**src/rtl/if_fetch_ctrl_pkg.sv**
```systemverilog
// if_fetch_ctrl_pkg: shared pipeline types and constants for the fetch stage
package if_fetch_ctrl_pkg;
  typedef enum logic [1:0] {FETCH, HOLD, DRAIN, HALTED} fetch_state_e;
  localparam logic [15:0] RESET_PC_DEF = 16'h0000;
  localparam logic [15:0] NOP = 16'h0000;
endpackage

```
**src/rtl/if_fetch_ctrl_cla16.sv**
```systemverilog
// cla16: 16-bit adder, ripple inside 4-bit groups with lookahead between groups
module cla16 (
  input  logic [15:0] a,
  input  logic [15:0] b,
  input  logic        cin,
  output logic [15:0] sum
);
  logic [14:0] g;
  logic [15:0] p, c;
  assign g = a[14:0] & b[14:0];
  assign p = a ^ b;
  assign c[0] = cin;
  for (genvar k = 0; k < 4; k++) begin : grp
    for (genvar j = 0; j < 3; j++) begin : bitc
      assign c[4*k+j+1] = g[4*k+j] | (p[4*k+j] & c[4*k+j]);
    end
    if (k < 3) begin : look
      logic gg, gp;
      assign gp = &p[4*k+:4];
      assign gg = g[4*k+3] | (p[4*k+3] & g[4*k+2]) | (p[4*k+3] & p[4*k+2] & g[4*k+1])
                | (p[4*k+3] & p[4*k+2] & p[4*k+1] & g[4*k]);
      assign c[4*k+4] = gg | (gp & c[4*k]);
    end
  end
  assign sum = p ^ c;
endmodule

```
**src/rtl/if_fetch_ctrl.sv**
```systemverilog
// if_fetch_ctrl: instruction fetch control with I-cache handshake, stall buffer, redirect drain and halt
module if_fetch_ctrl
  import if_fetch_ctrl_pkg::*;
#(
  parameter logic [15:0] RESET_PC = RESET_PC_DEF
) (
  input  logic        clk,
  input  logic        rst,
  input  logic        redirect,
  input  logic [15:0] redirect_pc,
  input  logic        stall,
  input  logic        halt,
  output logic        mem_rd,
  output logic [15:0] mem_addr,
  input  logic        mem_done,
  input  logic [15:0] mem_data,
  output logic [15:0] if_instr,
  output logic [15:0] if_pc,
  output logic [15:0] if_pc_2,
  output logic        if_valid,
  output logic        fetch_busy,
  output logic        halted
);
  fetch_state_e state;
  logic [15:0] pc_q, req_addr, buf_q, pc_2;
  logic halt_pend;
  cla16 u_inc (.a(req_addr), .b(16'd2), .cin(1'b0), .sum(pc_2));
  assign mem_rd = (state == FETCH) || (state == DRAIN);
  assign mem_addr = req_addr;
  assign fetch_busy = mem_rd & ~mem_done;
  assign halted = state == HALTED;
  // halt_pend keeps a halt sticky while its outstanding request drains
  always_ff @(posedge clk or posedge rst)
    if (rst) begin
      state <= FETCH;
      pc_q <= RESET_PC;
      req_addr <= RESET_PC;
      buf_q <= NOP;
      halt_pend <= 1'b0;
      if_instr <= NOP;
      if_pc <= 16'h0000;
      if_pc_2 <= 16'h0000;
      if_valid <= 1'b0;
    end else if (state != HALTED) begin
      if (halt || halt_pend) begin
        if_valid <= 1'b0;
        buf_q <= NOP;
        halt_pend <= fetch_busy;
        state <= fetch_busy ? DRAIN : HALTED;
      end else if (redirect) begin
        if_valid <= 1'b0;
        buf_q <= NOP;
        pc_q <= redirect_pc;
        if (fetch_busy) state <= DRAIN;
        else begin
          req_addr <= redirect_pc;
          state <= FETCH;
        end
      end else if (state == DRAIN) begin
        if (!stall) if_valid <= 1'b0;
        if (mem_done) begin
          req_addr <= pc_q;
          state <= FETCH;
        end
      end else if (!stall && (state == HOLD || mem_done)) begin
        if_instr <= (state == HOLD) ? buf_q : mem_data;
        if_pc <= req_addr;
        if_pc_2 <= pc_2;
        if_valid <= 1'b1;
        pc_q <= pc_2;
        req_addr <= pc_2;
        state <= FETCH;
      end else if (state == FETCH && mem_done) begin
        buf_q <= mem_data;
        state <= HOLD;
      end else if (!stall) if_valid <= 1'b0;
    end
endmodule

```
**config.mk**
```make
export PLATFORM = sky130hd
export DESIGN_NAME = if_fetch_ctrl
export DESIGN_NICKNAME = d
export VERILOG_FILES = /design/src/rtl/if_fetch_ctrl_pkg.sv /design/src/rtl/if_fetch_ctrl_cla16.sv /design/src/rtl/if_fetch_ctrl.sv
export SDC_FILE = /design/constraint.sdc
export NUM_CORES = 1
export LEC_CHECK = 0
export BUFFER_PORTS_ARGS = -buffer_cell sky130_fd_sc_hd__buf_2
export CAP_MARGIN = 20
export CORE_MARGIN = 2
export CORE_UTILIZATION = 51
export CTS_BUF_LIST = sky130_fd_sc_hd__clkbuf_4
export DETAILED_ROUTE_END_ITERATION = 8
export HOLD_SLACK_MARGIN = 0.12
export PLACE_DENSITY = 0.78
export SYNTH_ARGS = -nofsm -noshare
export SYNTH_HDL_FRONTEND = slang
export SYNTH_SLANG_ARGS = --single-unit
```
**constraint.sdc**
```tcl
create_clock -name clk -period 2.85 [get_ports clk]
set_input_delay 0.1425 -clock clk [delete_from_list [all_inputs] [get_ports clk]]
set_output_delay 0.1425 -clock clk [all_outputs]
set_load 0.03 [all_outputs]
```
Word-level counts from Yosys, hierarchy flattened
Index checks and enable logic that the tools add are counted.
Widths: inputs -> output; s select.
{ "op_classes": {"n_eq_ne": 11, "mux": 27, "n_bitwise": 21, "reduce_logical": 20} }
{ "op_table": {"columns": ["op", "count"], "rows": [
  ["$mux 16", 13],
  ["$reduce_and 4->1", 4],
  ["$xor 16x16->16", 1],
  ["$and 1x1->1", 15],
  ["$mux 2", 7],
  ["$reduce_and 5->1", 2],
  ["$ne 3x3->1 const B", 3],
  ["$mux 1", 7],
  ["$ne 2x2->1 const B", 3],
  ["$reduce_bool 3->1", 2],
  ["$ne 5x5->1 const B", 1],
  ["$not 1->1", 5],
  ["$reduce_bool 5->1", 1],
  ["$eq 2x2->1 const B", 2],
  ["$ne 4x4->1 const B", 1],
  ["$reduce_and 2->1", 2],
  ["$logic_or 1x1->1", 3],
  ["$reduce_and 3->1", 1],
  ["$eq 2x1->1 const B", 1],
  ["$logic_and 1x1->1", 2],
  ["$logic_not 2->1", 1],
  ["$reduce_bool 2->1", 1],
  ["$logic_not 1->1", 1]
]} }
{ "word_totals": {"reg_bits": 100, "out_inout_bits": 68, "wordCells": 88} }

Depth between registers and ports, before layout
Gate-level depths: netlist (run 1).
{ "depth": {"ltp_word": 11, "ltp_mapped": 8, "depth_no_buf": 8} }

Cells and area by module
From an unflattened synthesis (run 1), not the netlist that was laid out.
{ "unflattened": {"cells_unflattened": 429, "hier_area_um2": 5382.7} }
{ "modules_own_cells": {"columns": ["module", "instances", "cells_per_inst", "area_per_inst_um2"], "rows": [
  ["if_fetch_ctrl", 1, 367, 4778.3],
  ["cla16", 1, 62, 604.3]
]} }

Worst setup path before layout (run 1)
Ideal clock, no wire load.
{ "synth_path": {"path_kind": "register to register", "start": "register req_addr[1] (netlist: mem_addr[1])", "end": "register req_addr[7] (netlist: mem_addr[7])", "setup_time_ns": 0.128, "arrival_time_ns": 2.018, "required_time_ns": 2.722, "slack_ns": 0.705, "path_stages_with_launch": 9, "path_buffers": 0, "period_less_slack_ns": 2.145, "path_cell_list": "dfrtp_1 -> nand3_1 -> inv_1 -> ha_1 -> ha_1 -> ha_1 -> xor2_1 -> o311a_1 -> mux2_1"} }
{ "synth_via": {"elab_chain_len": 8} }
{ "synth_rtl": {"columns": ["item", "line", "source"], "rows": [
  ["start, declared", "if_fetch_ctrl.sv:25", "logic [15:0] pc_q, req_addr, buf_q, pc_2;"],
  ["start signal, assigned", "if_fetch_ctrl.sv:56", "req_addr <= redirect_pc;"],
  ["start signal, assigned", "if_fetch_ctrl.sv:62", "req_addr <= pc_q;"],
  ["start signal, assigned", "if_fetch_ctrl.sv:71", "req_addr <= pc_2;"],
  ["$and 1x1->1", "if_fetch_ctrl_cla16.sv:20", "assign gg = g[4*k+3] | (p[4*k+3] & g[4*k+2]) | (p[4*k+3] & p[4*k+2] & g[4*k+1])"],
  ["$and 1x1->1 (3 in series)", "if_fetch_ctrl_cla16.sv:15", "assign c[4*k+j+1] = g[4*k+j] | (p[4*k+j] & c[4*k+j]);"],
  ["$xor 16x16->16", "if_fetch_ctrl_cla16.sv:25", "assign sum = p ^ c;"],
  ["$mux 16", "if_fetch_ctrl.sv:65", "end else if (!stall && (state == HOLD || mem_done)) begin"],
  ["$mux 16", "if_fetch_ctrl.sv:59", "end else if (state == DRAIN) begin"],
  ["$mux 16", "if_fetch_ctrl.sv:50", "end else if (redirect) begin"]
]} }
Every way passes these cells. The select of a mux whose other input is x is not followed.
A chain may end at the register's enable or synchronous reset.

Final worst setup path (run 1)
{ "layout_path": {"start": "register req_addr[1] (netlist: mem_addr[1])", "end": "register req_addr[15] (netlist: mem_addr[15])"} }
{ "layout_via": {"elab_chain_len": 10} }
{ "layout_rtl": {"columns": ["item", "line", "source"], "rows": [
  ["$and 1x1->1", "if_fetch_ctrl_cla16.sv:20", null],
  ["$and 1x1->1 (2 in series)", "if_fetch_ctrl_cla16.sv:22", "assign c[4*k+4] = gg | (gp & c[4*k]);"],
  ["$and 1x1->1 (3 in series)", "if_fetch_ctrl_cla16.sv:15", null],
  ["$xor 16x16->16", "if_fetch_ctrl_cla16.sv:25", null],
  ["$mux 16", "if_fetch_ctrl.sv:65", null],
  ["$mux 16", "if_fetch_ctrl.sv:59", null],
  ["$mux 16", "if_fetch_ctrl.sv:50", null]
]} }
Every way passes these cells. The select of a mux whose other input is x is not followed.

==> reports/summary.txt, run 1 <==
Fin worst setup slack -> 0.613 ns
Vias in the first global route -> 4256
Final hold viol count -> 0
Die Wd -> 104 um
Mapped Nets -> 487
Initial DRC count -> 274
Die area -> 10900 um^2
Die height -> 104 um
Fin crit share -> 0.785
CORE AREA -> 9770 um^2
Num ports -> 106
Power Density -> 841 nW/um^2
Syn Area/Cell -> 11.7 um^2
Compound-Gate Fraction of Synth Area -> 0.178
Tightest Hold Check Type -> input pin to flip-flop
CTS Buffer Depth -> 2
Ys async rst share -> 1.00
Most Crowded Layer GR -> met2
Post-cts resize count -> 0
Final ANT Viol Nets -> 0
Setup TNS -> 0 ns
Detailed Place HPWL -> 8310 um
Worst EP required -> 3.21 ns
Port Buffers -> 105
DR WL/cell -> 17.9 um
Leakage power -> 3.11 nW
Fin crit period -> 2.24 ns
Pre-antenna DRT Iters -> 4
Cts hold-fix bufs -> 37
Setup WS pre-CTS -> 0.667 ns
CP arrival -> 2.59 ns
WL final -> 12700 um
Total congestion overflow -> 0
GR Util met2 -> 0.390
Critical Path Source Type -> flip-flop
Clock-pin slew on the worst setup and hold paths -> 0.15 ns
Fin nets -> 617
Crit path capture type -> flip-flop
RSZ-0062 raised after global routing -> no
Maximum VDD drop -> 365 uV
Worst Setup Path Type -> flip-flop to flip-flop
# rows -> 36
CP Max Fanout -> 8
Share of layout cells above drive strength 1 -> 0.376
Root Driver -> clkbuf_4
Critical hold path startpoint -> redirect
Mux cell area share after synthesis -> 0.145
Xor/xnor share of the synthesized area -> 0.00684
Yosys reg bits -> 99
TritonCTS buffer count -> 9
Vias per inst -> 5.79
RR Endpoint -> mem_addr[15]
CTS tree -> yes
Power, Total -> 5.24 mW
Largest family of logic cells by synthesized area -> compound AO/OA/AOI/OAI gates
First-pass GRT wire length -> 21600 um
Relative max-transition margin -> 0.391
Sequential area share after synthesis -> 0.484
Outcome -> finished clean
Routing usage on met3 -> 0.0420
Drt drc -> 0
Skew-Pair Late Insertion Delay -> 0.46 ns
Fmax -> 0.447 GHz
Worst hold path cell count -> 3
CTS Sinks -> 99
Synthesized-area fraction occupied by adder cells -> 0.0244
Largest net degree at the start of global routing -> 51
Post-CTS setup repair buffer count -> 0
Simple-gate share of the synthesized area -> 0.0963
Yosys cell types -> 48
Final setup viols -> 0
Top FF cell, synth -> dfrtp_1
Warnings from Yosys -> 0
Post-synth EDFFs -> 0
Dpl cell area -> 5730 um^2
Initial antenna violation count -> 0
Final non-filler cell area -> 6230 um^2
Max-Cap Viols -> 0
Post-synthesis cell area -> 5120 um^2
Hold Worst Slack -> 0.239 ns
Reg2Reg Depth -> 8
Slew Viols, Final -> 0
Area grow syn2layout -> 21.7%
Final GP Congestion -> 0.866
R2R setup slack -> 0.61 ns
GR Util met1 -> 0.335
Total Routing Usage GR -> 0.248
Mapped Cells -> 439
Initial Util -> 0.524
Fin Clk Skew -> 0.0148 ns
Worst-margin pin slew -> 0.907 ns
Clock H-tree levels -> 3
WHS Endpoint -> state[1]
Via count -> 4101
Crit Reg-Reg Startpoint -> mem_addr[1]
[routing by layer]
metal  part of all wire  wire [um]  vias up
met5                  0          0        -
met4              0.028        352        0
met3              0.053        666       34
met2               0.49       6150      136
met1               0.43       5490     2048
li1                   -          -     1883
[metrics by stage]
stage / std cells / util
final: 708 / 0.637
after global routing: 707 / 0.637
after CTS: 707 / 0.637
after detailed placement: 654 / 0.586
after global placement: 654 / 0.586
after floorplan: 439 / -
[registers in the layout, indices dropped and copies added, names as in the netlist]
register	cells
if_instr	16
mem_addr	16
if_pc_2	15
if_valid	1
state	2
buf_q	16
if_pc	16
pc_q	16
halt_pend	1
[cells by family (layout without fill, tap and decap cells)]
group,count (synthesis),after routing
buffers and inverters,71,206
other,0,1
AND/OR/NAND/NOR,81,81
AO/OA/AOI/OAI,108,108
XOR/XNOR,4,4
adder cells (fa/ha/maj),10,10
flip-flops,99,99
multiplexers,66,66
[layout make-up]
type / instances / area (um^2)
diodes: 1 / 2.50
clock buffers: 10 / 75.1
clock inverters: 6 / 56.3
fillers: 768 / 3540
inverters: 34 / 130
multi-input cells: 269 / 2320
flip-flops and latches: 99 / 2480
well taps: 133 / 166
repair buffers: 156 / 1000
[cell usage after synthesis (all sizes together) (2+ instances only)]
cell | n | share of area
mux2i | 2 | 0.0039
nor2b | 3 | 0.0037
o211ai | 32 | 0.057
o21bai | 2 | 0.0029
inv | 34 | 0.025
nor3 | 3 | 0.0039
nand2b | 18 | 0.022
nand2 | 13 | 0.0095
and3b | 10 | 0.017
or3 | 2 | 0.0034
nand3 | 17 | 0.017
or4b | 4 | 0.0078
nor2 | 4 | 0.0029
a211oi | 11 | 0.016
xor2 | 4 | 0.0068
o21ai | 5 | 0.0049
o32ai | 10 | 0.017
o31ai | 16 | 0.023
a2bb2oi | 15 | 0.026
nand4 | 2 | 0.0024
dfrtp | 99 | 0.48
buf | 25 | 0.033
ha | 10 | 0.024
a22o | 2 | 0.0034
a21oi | 4 | 0.0039
mux2 | 64 | 0.14
clkbuf | 12 | 0.0088
o311a | 4 | 0.0078
[cell usage in the layout (no fill, tap or decap), types with 2 or more instances in the layout]
cell type	netlist	routed
buf_2	13	105
dfrtp_1	99	99
mux2_2	63	63
dlygate4sd3_1	0	37
inv_1	34	33
o211ai_1	22	22
nand2b_1	18	18
nand3_1	17	17
o31ai_1	16	16
a2bb2oi_1	15	15
buf_4	5	14
nand2_1	13	13
a211oi_1	11	11
o211ai_2	10	10
and3b_1	10	10
o32ai_1	10	10
ha_1	10	10
clkbuf_4	0	10
a21oi_1	4	4
xor2_1	4	4
nor2_1	4	4
o21ai_0	4	4
or4b_1	4	4
o311a_1	4	4
clkinv_2	0	3
nor2b_1	3	2
a22o_1	2	2
mux2i_1	2	2
nand4_1	2	2
[worst max path at each step]
stage,start,end,slack (ns),cells past startpoint
6_report,mem_addr[1],mem_addr[15],0.61,8
5_1_grt,mem_addr[1],mem_addr[15],0.46,8
4_1_cts,mem_addr[1],mem_addr[7],0.62,8
3_5_place_dp,mem_addr[1],mem_addr[7],0.67,8
3_3_place_gp,mem_addr[1],mem_addr[7],0.76,8
2_1_floorplan,rst,buf_q[0],0.12,1
[where the power goes]
group	switching, mW	total [mW]	internal, mW
Sequential	0.396	2.32	1.93
Clock	0.460	0.731	0.271
Combinational	1.32	2.19	0.869
[worst max-delay path: stages, from the launching register on]
cell,delay [ns]
dfrtp_1,0.50
nand3_1,0.19
nor3_1,0.28
ha_1,0.20
ha_1,0.14
ha_1,0.15
xor2_1,0.10
o311a_1,0.30
mux2_2,0.26
(Power assumes the default switching activity.)
==> inputs of run 2 (changes only) <==
Settings changed: CORE_UTILIZATION 51 to 57, PLACE_DENSITY 0.78 to 0.83.
Clock period 2.85 ns to 2.1 ns, I/O delays scaled along.
==> run 2 against run 1 <==
  * The run now ends with setup timing left
  * Global-route usage is 2.1 points higher
  * Critical path depth stayed put
  * Design area is 2.7% higher
  * Sequential power is 34% higher
  * Via count is 3.3% higher
  * Wire length is 1.5% higher
  * Critical endpoint unchanged
  * Largest cell class unchanged
==> reports/summary.txt, run 2 (synthesis gave the netlist of run 1 again) <==
Vias per inst -> 6.05
Fin crit period -> 2.11 ns
Hold Worst Slack -> 0.189 ns
Clock-pin slew on the worst setup and hold paths -> 0.15 ns
Fin worst setup slack -> -0.0129 ns
Share of layout cells above drive strength 1 -> 0.405
Worst-margin pin slew -> 0.853 ns
Buf+Inv Stages, Crit Path -> 0
Slew Viols, Final -> 0
Final GP Congestion -> 0.902
Drt drc -> 0
RSZ-0062 raised after global routing -> yes
Register area -> 2480 um^2
Initial DRC count -> 261
Clock H-tree levels -> 3
Violated checks -> setup timing
Initial antenna violation count -> 0
Crit path capture type -> flip-flop
Worst Setup Path Type -> flip-flop to flip-flop
First-pass GRT wire length -> 21200 um
RR Endpoint -> mem_addr[15]
Relative max-transition margin -> 0.428
WL final -> 12800 um
Most frequent cells in the layout -> 105 x buf_2, 96 x dfrtp_1, 63 x mux2_2
Critical path's top delay family -> adder cells
CP peak stage delay -> 0.43 ns
Tightest Hold Check Type -> input pin to flip-flop
Root Driver -> clkbuf_4
Crit Reg-Reg Startpoint -> mem_addr[4]
Skew-Pair Late Insertion Delay -> 0.45 ns
Critical Path Source Type -> flip-flop
Final setup viols -> 1
Largest net degree at the start of global routing -> 100
Reg2Reg Depth -> 8
Pre-antenna DRT Iters -> 5
Port Buffers -> 105
Most used cell, CP -> ha_1
Multi-input gate area -> 2340 um^2
Max-Cap Viols -> 0
Vias in the first global route -> 4242
# rows -> 34
Die Wd -> 98.8 um
TritonCTS buffer count -> 9
Cell chain of the critical path -> nand4_1, nor3_2, ha_1, ha_1, ha_1, xor2_1, o311a_1, mux2_2
Fmax -> 0.473 GHz
Outcome -> finished, violations left
CTS tree -> yes
Critical hold path startpoint -> redirect
Maximum VDD drop -> 666 uV
Slowest-stage cell, CP -> dfrtp_1
Via count -> 4235
CP arrival -> 2.45 ns
CTS Sinks -> 99
CP Max Fanout -> 4
CTS Buffer Depth -> 2
R2R setup slack -> -0.01 ns
Total Routing Usage GR -> 0.268
N_diodes -> 0
Total congestion overflow -> 0
Fin crit share -> 1.01
Initial Util -> 0.587
Power Density -> 1150 nW/um^2
Fin nets -> 635
Detailed Place HPWL -> 8510 um
Num ports -> 106
Leakage power -> 3.20 nW
Most common cell after layout, fill and taps aside -> buf_2
Util after Layout -> 0.733
DR WL/cell -> 18.4 um
CORE AREA -> 8720 um^2
Die height -> 98.8 um
Worst EP required -> 2.44 ns
Die area -> 9760 um^2
Filler Cells Inserted -> 602
WHS Endpoint -> if_pc_2[1]
Fin Clk Skew -> 0.0200 ns
Final hold viol count -> 0
Area grow syn2layout -> 24.9%
Worst hold path cell count -> 4
Final ANT Viol Nets -> 0
==> run 2: cell types whose count changed in the layout (fill, tap and decap cells not counted), sizes merged <==
cell | previous run | this run
inv | 34 | 33
diode | 1 | 0
buf | 119 | 137
clkinvlp | 1 | 2
==> run 2: what timing repair did <==
item / CTS / global route
buffers inserted: 0 / 3
endpoints found under the hold margin: 163 / 0
hold buffers: 37 / 0
endpoints found under the setup margin: 1 / 2
resized for setup: 2 / 2
pin swaps: 0 / 3
==> run 2: area by class of cell <==
| cell class | count | share of cell area |
|---|---|---|
| tap | 108 | 0.0211 |
| clock buffer | 10 | 0.0117 |
| inverter | 34 | 0.0205 |
| multi-input combinational | 269 | 0.366 |
| sequential | 99 | 0.388 |
| timing repair buffer | 174 | 0.184 |
| clock inverter | 6 | 0.00880 |
==> run 2: how the worst max path moves through the flow <==
stage,start,endpoint,slack [ns],depth (start not counted)
after floorplan,mem_addr[1],mem_addr[7],0.03,8
after global placement,mem_addr[4],mem_addr[15],0.1,8
after detailed placement,mem_addr[4],mem_addr[15],0.003,8
after CTS,mem_addr[4],mem_addr[15],0.02,8
after global routing,mem_addr[4],mem_addr[15],-0.06,8
final,mem_addr[4],mem_addr[15],-0.01,8
==> run 2: where the power goes <==
group / leakage (nW) / internal, mW / total (mW) / switching (mW)
registers: 1.22 / 2.62 / 3.11 / 0.487
clock network: 0.0736 / 0.368 / 0.996 / 0.628
logic: 1.90 / 1.33 / 3.23 / 1.90
==> run 2: worst reg2reg max path, cell delays in order, from the launching register on <==
cell     delay, ns
dfrtp_1       0.43
nand4_1       0.15
nor3_2        0.28
ha_1          0.21
ha_1          0.14
ha_1          0.15
xor2_1        0.10
o311a_1       0.30
mux2_2        0.26
==> run 2: through the flow <==
step / total power, mW / setup TNS (ns) / instances / instance area, um^2 / setup WS (ns)
after floorplan: 5.20 / 0 / 439 / 5130 / 0.0294
after global placement: 6.07 / 0 / 644 / 5850 / 0.0999
after detailed placement: 6.23 / 0 / 644 / 5850 / 0.00280
after CTS: 7.28 / 0 / 697 / 6360 / 0.0176
after global routing: 7.72 / -0.0635 / 700 / 6390 / -0.0635
final: 7.33 / -0.0129 / 700 / 6390 / -0.0129
==> run 2: metal layers <==
metal  vias to the layer above  part of all wire  global-route usage
li1                       1910                 -                   -
met1                      2129              0.44               0.382
met2                       172              0.48               0.416
met3                        24             0.063              0.0454
met4                         0             0.021              0.0991
met5                         -                 0                   0
==> inputs of run 3 (changes only) <==
Settings changed: RECOVER_POWER set to 25.
==> run 3 against run 2 <==
  * Global-route usage unchanged
  * The run still ends with setup timing left
  * Die area unchanged
  * Core utilization fell by 0.16 points
  * Critical path type unchanged
  * Wire length unchanged
  * Design area shrank 0.22%
  * Sequential share of layout area up 0.084 points
  * Critical path depth stayed put
  * Highest routed layer unchanged
  * First-iteration DRC count is 5.0% higher
  * Total power barely moved
  * Clock power about the same
  * Largest cell class unchanged
==> reports/summary.txt, run 3 (synthesis gave the netlist of run 1 again) <==
Util after Layout -> 0.732
Most common cell after layout, fill and taps aside -> buf_2
Detailed Place HPWL -> 8510 um
Worst Setup Path Type -> flip-flop to flip-flop
Initial antenna violation count -> 0
Num ports -> 106
Post-route insts no fill -> 700
Clock-pin slew on the worst setup and hold paths -> 0.15 ns
Clk pwr share -> 0.136
Outcome -> finished, violations left
RSZ-0062 raised after global routing -> yes
CORE AREA -> 8720 um^2
Share of layout cells above drive strength 1 -> 0.404
Pre-antenna DRT Iters -> 4
TritonCTS buffer count -> 9
First-pass GRT wire length -> 21200 um
Clock H-tree levels -> 3
Worst-margin pin slew -> 1.33 ns
Violated checks -> setup timing
Placed instance count -> 644
Fin nets -> 635
Setup WS pre-CTS -> 0.00280 ns
CTS Buffer Depth -> 2
DR WL/cell -> 18.4 um
WL final -> 12800 um
Via count -> 4226
Tightest Hold Check Type -> input pin to flip-flop
Switching power -> 3.02 mW
Most frequent cells in the layout -> 104 x buf_2, 96 x dfrtp_1, 63 x mux2_2
CP Max Fanout -> 4
Hold Worst Slack -> 0.188 ns
Area grow syn2layout -> 24.6%
Skew-Pair Late Insertion Delay -> 0.45 ns
Final setup viols -> 1
Max-Cap Viols -> 0
Vias per inst -> 6.04
Worst EP required -> 2.44 ns
Total Routing Usage GR -> 0.268
Relative max-transition margin -> 0.113
Critical Path Source Type -> flip-flop
Fin crit share -> 1.01
Vias in the first global route -> 4242
Switching part of the total -> 0.412
Die height -> 98.8 um
CP arrival -> 2.46 ns
Fin Clk Skew -> 0.0187 ns
Slew Viols, Final -> 0
Leakage power -> 3.19 nW
Die Wd -> 98.8 um
Maximum VDD drop -> 667 uV
Fin crit period -> 2.11 ns
Root Driver -> clkbuf_4
Initial DRC count -> 274
Fmax -> 0.473 GHz
Die area -> 9760 um^2
Final GP Congestion -> 0.902
Largest net degree at the start of global routing -> 100
Power Density -> 1150 nW/um^2
Internal power -> 4.31 mW
Port Buffers -> 105
Drt drc -> 0
Initial Util -> 0.587
CTS Sinks -> 99
Final ANT Viol Nets -> 0
Final hold viol count -> 0
Crit path capture type -> flip-flop
N_diodes -> 0
CTS tree -> yes
Comb power frac -> 0.440
# rows -> 34
Sequential fraction of design power -> 0.424
Total congestion overflow -> 0
R2R setup slack -> -0.01 ns
Fin worst setup slack -> -0.0134 ns
[run 3: cell count changes in the layout (fill, tap and decap cells not counted), sizes merged]
| cell | delta |
|---|---|
| buf | -2 |
| clkbuf | +2 |
[run 3: final cells by class]
cell class	instances	area (um^2)
inverter	34	131
sequential	99	2480
clock inverter	6	56.3
clock buffer	10	75.1
tap	108	135
timing repair buffer	174	1160
fill	603	2340
multi-input combinational	269	2340
[run 3: worst max-delay path, cell delays in order (launching register included)]
cell and delay (ns):
dfrtp_1 0.43, nand4_1 0.15, nor3_2 0.28, ha_1 0.21, ha_1 0.14, ha_1 0.15, xor2_1 0.10, o311a_1 0.30
mux2_2 0.26
[run 3: metrics by stage]
stage	instance area (um^2)	setup TNS (ns)	total power, mW
2_1_floorplan	5130	0	5.20
3_3_place_gp	5850	0	6.07
3_5_place_dp	5850	0	6.23
4_1_cts	6360	0	7.28
5_1_grt	6380	-0.0635	7.72
6_report	6380	-0.0134	7.33
[run 3: routing by layer]
metal  GRT usage  wire length, um  vias to the layer above
met2       0.416             6190                      158
met5           0                0                        -
met4      0.0991              266                        0
li1            -                -                     1912
met1       0.382             5650                     2128
met3      0.0454              742                       28
[run 3: path summary, 6_finish.rpt]
| kind | start | to | depth (start not counted) |
|---|---|---|---|
| setup reg to reg | mem_addr[4] | mem_addr[15] | 8 |
| hold reg to reg | if_pc[10] | if_pc[10] | 1 |
| hold / removal | redirect | if_pc_2[1] | 4 |
| setup / recovery | mem_addr[4] | mem_addr[15] | 8 |
| max in group asynchronous | rst | mem_addr[2] | 4 |
| min in group asynchronous | rst | buf_q[12] | 4 |
[run 3: power groups by stage]
stage	sequential (mW)	combinational, mW	clock [mW]
6_report	3.11	3.23	0.998
5_1_grt	3.20	3.43	1.09
4_1_cts	3.09	3.17	1.02
3_5_place_dp	3.13	3.10	0
3_3_place_gp	3.06	3.01	0
2_1_floorplan	3.87	1.33	0
[run 3: what timing repair did]
item / 4_1_cts / 5_1_grt
setup endpoints to repair: 1 / 2
pin swaps: 0 / 3
gates resized for setup: 2 / 2
setup buffers: 0 / 3
endpoints found under the hold margin: 163 / 0
hold buffers: 37 / 0
